==> src/rtl/fp16_green_pkg.sv <==
// Shared types and constants for the FP16 stream accumulator.
// Holds the controller state encoding, the FP16 zero constant and the default count width.
package fp16_green_pkg;

    typedef enum logic [1:0] {
        IDLE  = 2'd0,
        ISSUE = 2'd1,
        WAIT  = 2'd2,
        DONE  = 2'd3
    } acc_state_t;

    localparam logic [15:0] FP16_ZERO     = 16'h0000;
    localparam int          DEFAULT_LEN_W = 8;

endpackage

==> src/rtl/fp16_stream_accumulator.sv <==
// Streams len FP16 elements through an external fp16_adder, one request in flight at a time.
// Optional WAIT watchdog compiled in with `define FP16_ACC_TIMEOUT_EN.
module fp16_stream_accumulator
    import fp16_green_pkg::*;
#(
    parameter int ADDER_LATENCY = 2,
    parameter int LEN_W         = DEFAULT_LEN_W
) (
    input  logic             clk,
    input  logic             rst_n,
    input  logic             start,
    input  logic [LEN_W-1:0] len,
    input  logic             sub_mode,
    input  logic             in_valid,
    output logic             in_ready,
    input  logic [15:0]      in_data,
    output logic             add_valid_in,
    output logic [15:0]      add_a,
    output logic [15:0]      add_b,
    output logic             add_subtract,
    input  logic [15:0]      add_result,
    input  logic             add_valid_out,
    input  logic             add_overflow,
    input  logic             add_underflow,
    output logic [15:0]      sum,
    output logic             sum_valid,
    output logic             busy,
    output logic             ovf_flag,
    output logic             unf_flag,
    output logic             timeout_err
);

    acc_state_t       state;
    acc_state_t       next_state;
    logic [15:0]      acc;
    logic [LEN_W-1:0] count;
    logic             mode;
    logic             last_elem;
    logic             wd_expired;

    assign in_ready  = (state == ISSUE);
    assign busy      = (state != IDLE);
    // A count of 0 cannot reach WAIT, but treating it as last keeps count from ever wrapping.
    assign last_elem = (count <= LEN_W'(1));

    // NOTE: sequential state uses non-blocking (<=) so every flop samples pre-edge values.
    always_ff @(posedge clk or negedge rst_n) begin
        if (!rst_n) begin
            state <= IDLE;
        end else begin
            state <= next_state;
        end
    end

    // NOTE: next_state is defaulted before the case so no path leaves it unassigned (no latch).
    always_comb begin
        next_state = state;
        unique case (state)
            IDLE: begin
                if (start) begin
                    next_state = (len != '0) ? ISSUE : DONE;
                end
            end
            ISSUE: begin
                if (in_valid) begin
                    next_state = WAIT;
                end
            end
            WAIT: begin
                if (add_valid_out) begin
                    next_state = last_elem ? DONE : ISSUE;
                end else if (wd_expired) begin
                    next_state = DONE;
                end
            end
            DONE: begin
                next_state = IDLE;
            end
            default: begin
                next_state = IDLE;
            end
        endcase
    end

    always_ff @(posedge clk or negedge rst_n) begin
        if (!rst_n) begin
            acc          <= FP16_ZERO;
            count        <= '0;
            mode         <= 1'b0;
            add_valid_in <= 1'b0;
            add_a        <= FP16_ZERO;
            add_b        <= FP16_ZERO;
            add_subtract <= 1'b0;
            sum          <= FP16_ZERO;
            sum_valid    <= 1'b0;
            ovf_flag     <= 1'b0;
            unf_flag     <= 1'b0;
        end else begin
            add_valid_in <= 1'b0;
            sum_valid    <= 1'b0;
            unique case (state)
                IDLE: begin
                    if (start) begin
                        count    <= len;
                        acc      <= FP16_ZERO;
                        mode     <= sub_mode;
                        ovf_flag <= 1'b0;
                        unf_flag <= 1'b0;
                    end
                end
                ISSUE: begin
                    // Operand registers only move on a transfer, so they hold between requests.
                    if (in_valid) begin
                        add_valid_in <= 1'b1;
                        add_a        <= acc;
                        add_b        <= in_data;
                        add_subtract <= mode;
                    end
                end
                WAIT: begin
                    if (add_valid_out) begin
                        acc      <= add_result;
                        ovf_flag <= ovf_flag | add_overflow;
                        unf_flag <= unf_flag | add_underflow;
                        if (count != '0) begin
                            count <= count - LEN_W'(1);
                        end
                    end
                end
                DONE: begin
                    sum       <= acc;
                    sum_valid <= 1'b1;
                end
                default: begin
                    count <= '0;
                end
            endcase
        end
    end

`ifdef FP16_ACC_TIMEOUT_EN
    // Trips so that sum_valid lands ADDER_LATENCY+4 cycles after WAIT is entered.
    localparam int WD_LIMIT = ADDER_LATENCY + 2;
    localparam int WD_W     = $clog2(WD_LIMIT + 1) + 1;

    logic [WD_W-1:0] wait_cnt;

    assign wd_expired = (state == WAIT) && !add_valid_out && (wait_cnt == WD_W'(WD_LIMIT));

    always_ff @(posedge clk or negedge rst_n) begin
        if (!rst_n) begin
            wait_cnt    <= '0;
            timeout_err <= 1'b0;
        end else begin
            if ((state == IDLE) && start) begin
                timeout_err <= 1'b0;
            end
            if (state != WAIT) begin
                wait_cnt <= '0;
            end else if (!add_valid_out) begin
                if (wd_expired) begin
                    timeout_err <= 1'b1;
                end else begin
                    wait_cnt <= wait_cnt + WD_W'(1);
                end
            end
        end
    end
`else
    assign wd_expired  = 1'b0;
    assign timeout_err = 1'b0;
`endif

    a_latency_legal: assert property (@(posedge clk) disable iff (!rst_n) ADDER_LATENCY >= 1);

    a_single_pulse: assert property (@(posedge clk) disable iff (!rst_n)
        add_valid_in |=> !add_valid_in);

    a_ready_only_issue: assert property (@(posedge clk) disable iff (!rst_n)
        in_ready |-> (state == ISSUE));

endmodule

==> config.mk <==
export PLATFORM = sky130hd
export DESIGN_NAME = fp16_stream_accumulator
export DESIGN_NICKNAME = d
export VERILOG_FILES = /design/src/rtl/fp16_green_pkg.sv /design/src/rtl/fp16_stream_accumulator.sv
export SDC_FILE = /design/constraint.sdc
export NUM_CORES = 1
export LEC_CHECK = 0
export ABC_AREA = 1
export BUFFER_PORTS_ARGS = -buffer_cell sky130_fd_sc_hd__buf_2
export CAP_MARGIN = 10
export CORE_MARGIN = 2
export CORE_UTILIZATION = 45
export CTS_BUF_LIST = sky130_fd_sc_hd__clkbuf_16
export CTS_CLUSTER_SIZE = 8
export DETAILED_ROUTE_END_ITERATION = 16
export PLACE_DENSITY = 0.72
export SYNTH_ARGS = -nofsm -noshare
export SYNTH_HDL_FRONTEND = slang
export SYNTH_SLANG_ARGS = --single-unit
export TNS_END_PERCENT = 100
==> constraint.sdc <==
create_clock -name clk -period 4.65 [get_ports clk]
set_clock_uncertainty 0.2 [all_clocks]
set_input_delay 0.6975 -clock clk [delete_from_list [all_inputs] [get_ports clk]]
set_output_delay 0.6975 -clock clk [all_outputs]
set_load 0.05 [all_outputs]
### After elaboration in Yosys (flattened, before gate mapping)

Cells that the tools add are included.

* flip-flop bits (word level): 80
* bits of input ports: 48
* output and inout port bits: 56
* word-level logic and storage cells: 54

* $add $sub $neg: 1
* $lt $le $gt $ge: 1
* equal/unequal tests: 7
* muxes and demuxes: 21
* bitwise gates (word level): 2
* reductions and logical operators: 10

Operators with widths (number)
* 16-bit two-way mux: 2
* 16-bit one-hot mux with 2 select lines: 1
* 8-bit two-way mux: 3
* 8-bit one-hot mux with 2 select lines: 1
* 8-bit nonzero test: 2
* 2-bit two-way mux: 5
* 8-bit by 1-bit <= comparator with 1-bit output, second input constant: 1
* 2-bit != test, second input constant: 4
* 2-bit one-hot mux with 4 select lines: 1
* 8-bit by 1-bit subtractor with 8-bit output, second input constant: 1
* 1-bit two-way mux: 6
* 3-bit AND reduction: 2
* 2-bit equality test, second input constant: 2
* 1-bit one-hot mux with 2 select lines: 2
* 2-bit AND reduction: 2
* 4-bit AND reduction: 1
* 2-bit nonzero test: 2
* 2-bit by 1-bit equality test with 1-bit output, second input constant: 1
* 2-bit zero test: 1
* 1-bit bitwise OR: 2

### Depth between registers and ports, before layout

* depth after elaboration: 4
* mapped depth: 8
* mapped depth without buffers: 8

### Worst setup path before layout

No wires, ideal clock.

* path type: reg-to-output
* start point: register state[1]
* end point: output busy
* data arrival time: 0.888 ns
* data required time: 3.753 ns
* setup slack: 2.864 ns
* cell stages (with the launch flop): 3
* buffers on the path: 0
* path through: dfrtp_1 inv_2 nand2_1

* word-level cells in the longest chain between the ends: 1

Ends and longest elaborated chain
* from (decl): RTL line fp16_stream_accumulator.sv:33 `acc_state_t state;`
* from (signal assigned): RTL line fp16_stream_accumulator.sv:51 `state <= next_state;`
* 2-bit nonzero test: RTL line fp16_stream_accumulator.sv:42 `assign busy = (state != IDLE);`
* to (decl): RTL line fp16_stream_accumulator.sv:27 `output logic busy,`

No other way between the ends.

### Worst setup path in the final report

* start point: input add_valid_out
* end point: register count[6]

* word-level cells in the longest chain between the ends: 2

Ends and longest elaborated chain
* from (decl): RTL line fp16_stream_accumulator.sv:22 `input logic add_valid_out,`
* 2-bit != test (no line)
* 4-bit AND reduction (no line)
* to (signal assigned): RTL line fp16_stream_accumulator.sv:104 `count <= len;`
* to (signal assigned): RTL line fp16_stream_accumulator.sv:126 `count <= count - LEN_W'(1);`
* to (decl): RTL line fp16_stream_accumulator.sv:36 `logic [LEN_W-1:0] count;`

No other way between the ends.
A chain may end at the register's enable or synchronous reset.

==> results.yml <==
grt:
  grt_busiest_layer: "met2"
  grt_pass1_wl_mm: 12.4
  grt_max_degree: 81
  grtUsageMet1_pct: 26.1
  antenna_found_initial: 0
  track_usage_pct: 18.9
  grt_pass1_vias: 2611
  overflow: 0
  use_met2_pct: 28.4
  met3_usage_pct: 5.34
layout:
  layout-area-overhead-vs-synth_pct: 25.6
  diodes: 0
  layout-drive-gt1-share_pct: 26.4
  multi_input_area_um2: 1120
  seqCellArea_um2: 2000
  nFillCells: 687
  instances_no_fill: 588
  fin_nets: 534
routing:
  drc: 0
  wl_mm: 7.51
  drt_iter0_drc: 153
  avgRoutedWirePerCell_um: 12.8
  drtPass1Iterations: 4
  ant_nets: 0
  vias: 2827
  routed_via_density: 4.81
floorplan:
  dieHeight_um: 90.4
  std_cell_rows: 31
  die_area_um2: 8170
  ioPinCount: 104
  start_util_pct: 46.3
  die_x_um: 90.4
  core_area_um2: 7250
placement:
  post-place-cells: 572
  place.gp.congestion: 0.805
  place_worst_setup_slack_ns: 1.95
  portBuffers: 102
  dp_hpwl_mm: 5.11
cts:
  cts_tree: "built"
  postCtsSetupBuffers: 0
  insertion_delay_ns: 0.33
  hold_buffers: 0
  cts_buffers: 9
  cts.sinks: 80
  cts_root_buffer: "clkbuf_16"
  cts_max_path_buffers: 2
  htreeDepth: 3
  cts_resized: 0
  path_clk_slew_ns: 0.06
timing:
  clock.fmax_mhz: 423
  tightest_slew_ns: 0.977
  fin_crit_sh_pct: 50.8
  min_period_ns: 2.36
  slew-limit-headroom_pct: 34.9
  hold_viol: 0
  worst_slack_ns: 2.29
  rsz0062_at_grt: "no"
  maxSlewViolCount: 0
  setup_violations: 0
  tns_ns: 0
synthesis:
  avgSynthCellArea_um2: 8.65
  synthAdderAreaFrac_pct: 0.745
  yosysSeqAreaShare_pct: 59.6
  synth_edf_count: 0
  synth_warnings: 0
  ys.flop_type: "dfrtp_1"
  synthMuxAreaShare_pct: 0
  synth_cell_types: 21
  synth_simple_gate_area_share_pct: 23.5
  async_flop_share_pct: 100
  synth_top_cell_by_area: "dfrtp_1"
  synth_top_family_by_area: "simple AND/OR/NAND/NOR gates"
  synth_nets: 438
  synth.area.top_cells: "dfrtp_1 60%, nand2_1 15%, o21ai_0 6.9%"
  synth_top_area_share_pct: 59.6
  synth_compound_area_share_pct: 9.06
  synth_xor_area_share_pct: 0
  ys_ff_latch: 80
  synth_cells: 388
  synthesis.area_um2: 3360
critical_path:
  cp_data_arrival_time_ns: 2.39
  slowest_delay_ns: 0.54
  crit_family: "simple AND/OR/NAND/NOR gates"
  crit_path_top_delay_cell: "nand2_1"
  crit_top_cell: "nand2_1"
  crit-reg2reg-launch: "state[1]$_DFFE_PN0P_"
  crit_path_start_kind: "input port"
  crit_fanout: 20
  cp_num_buf_inv: 2
  path_class: "in -> reg"
  crit_path_end_kind: "flop"
  crit_start: "add_valid_out"
  crit_chain: "buf_2 -> nand3_1 -> nand2_1 -> inv_1 -> nor2_2 -> nand2_1 -> nand2_1 -> nand2_1"
  cp.required_ns: 4.68
hold_path:
  hp-start: "add_b[1]$_DFFE_PN0P_"
  min_path_type: "reg -> reg"
power:
  power_density_nw_per_um2: 879
  cellLeakagePower_nw: 2.29
  ir_worst_vdd_mv: 0.340
status:
  status: "finished, final reports clean"
flow_run:
  cap_violations: 0
==> cell usage after synthesis (2+ instances only) <==
cell type and count:
nand3_1 28, ha_1 2, buf_2 3, a21oi_1 2, or2_2 2, inv_2 4
buf_4 4, o21ai_0 46, o21ai_1 11, dfrtp_1 80, buf_6 3, inv_1 30
nor2_1 22, nand2_1 137, nor2_4 2, clkbuf_1 7
==> metrics by stage <==
stage	hold WS [ns]	cell area, µm²	utilization (%)	total power, mW
2_1_floorplan	0.202	3360	-	2.56
3_3_place_gp	0.260	3890	53.6	2.92
3_5_place_dp	0.260	3890	53.6	2.96
4_1_cts	0.277	4220	58.2	3.74
5_1_grt	0.297	4220	58.2	3.94
6_report	0.273	4220	58.2	3.71
==> metal layers <==
layer  routed length [µm]  vias up
li1                     -     1413
met2                 3370       94
met3                  446       10
met4                   99        0
met1                 3590     1310
met5                    0        -
==> worst reg2reg max path, cell delays in order (launching register included) <==
cell and delay, ns:
dfrtp_1 0.47, nor2_1 0.16, nand2_1 0.12, nand2_1 0.54, inv_1 0.15, nor2_2 0.38, nand2_1 0.10, nand2_1 0.07
nand2_1 0.04
==> report_power, final <==
group | leakage, nW | total, mW | switching (mW) | internal (mW)
combinational | 1.09 | 1.76 | 1.37 | 0.391
sequential | 1.04 | 1.19 | 0.171 | 1.01
clock | 0.154 | 0.765 | 0.289 | 0.476
==> kinds of logic (layout without fill, tap and decap cells) <==
group / Yosys count / count (layout)
and+or+nand+nor: 194 / 194
DFF: 80 / 80
AOI/OAI and AO/OA: 60 / 60
buffers and inverters: 51 / 152
adders and majority gates: 2 / 2
other: 1 / 1
==> flip-flops by register name (all words and copies together), names as in the netlist <==
signal	flops
ovf_flag	1
add_a	16
sum_valid	1
mode	1
sum	16
add_subtract	1
count	8
unf_flag	1
state	2
add_b	16
add_valid_in	1
acc	16
==> cells in the final DEF, fill, tap and decap left out, drive strengths merged, types with 9 or more instances in the layout <==
| master | instances |
|---|---|
| inv | 36 |
| o21ai | 58 |
| dfrtp | 80 |
| nand2 | 138 |
| buf | 102 |
| clkbuf | 9 |
| nand3 | 28 |
| nor2 | 25 |
==> final cells by class <==
| class | instances | area share (%) |
|---|---|---|
| sequential | 80 | 47.5 |
| multi-input combinational | 257 | 26.6 |
| timing repair buffer | 102 | 12.2 |
| clock buffer | 9 | 5.34 |
| inverter | 34 | 3.03 |
| tap | 99 | 2.94 |
| clock inverter | 7 | 2.46 |
==> worst paths after layout <==
check	endpoint	cells after the start	slack, ns
min in group asynchronous	acc[2]$_DFFE_PN0P_	1	0.32
max	count[6]$_DFFE_PN0P_	8	2.29
max in group asynchronous	count[0]$_DFFE_PN0P_	1	3.29
min	add_b[1]$_DFFE_PN0P_	2	0.27
min reg2reg	add_b[1]$_DFFE_PN0P_	2	0.27
max reg2reg	count[6]$_DFFE_PN0P_	8	2.31
Note: power is estimated with default switching activity, not from simulation.
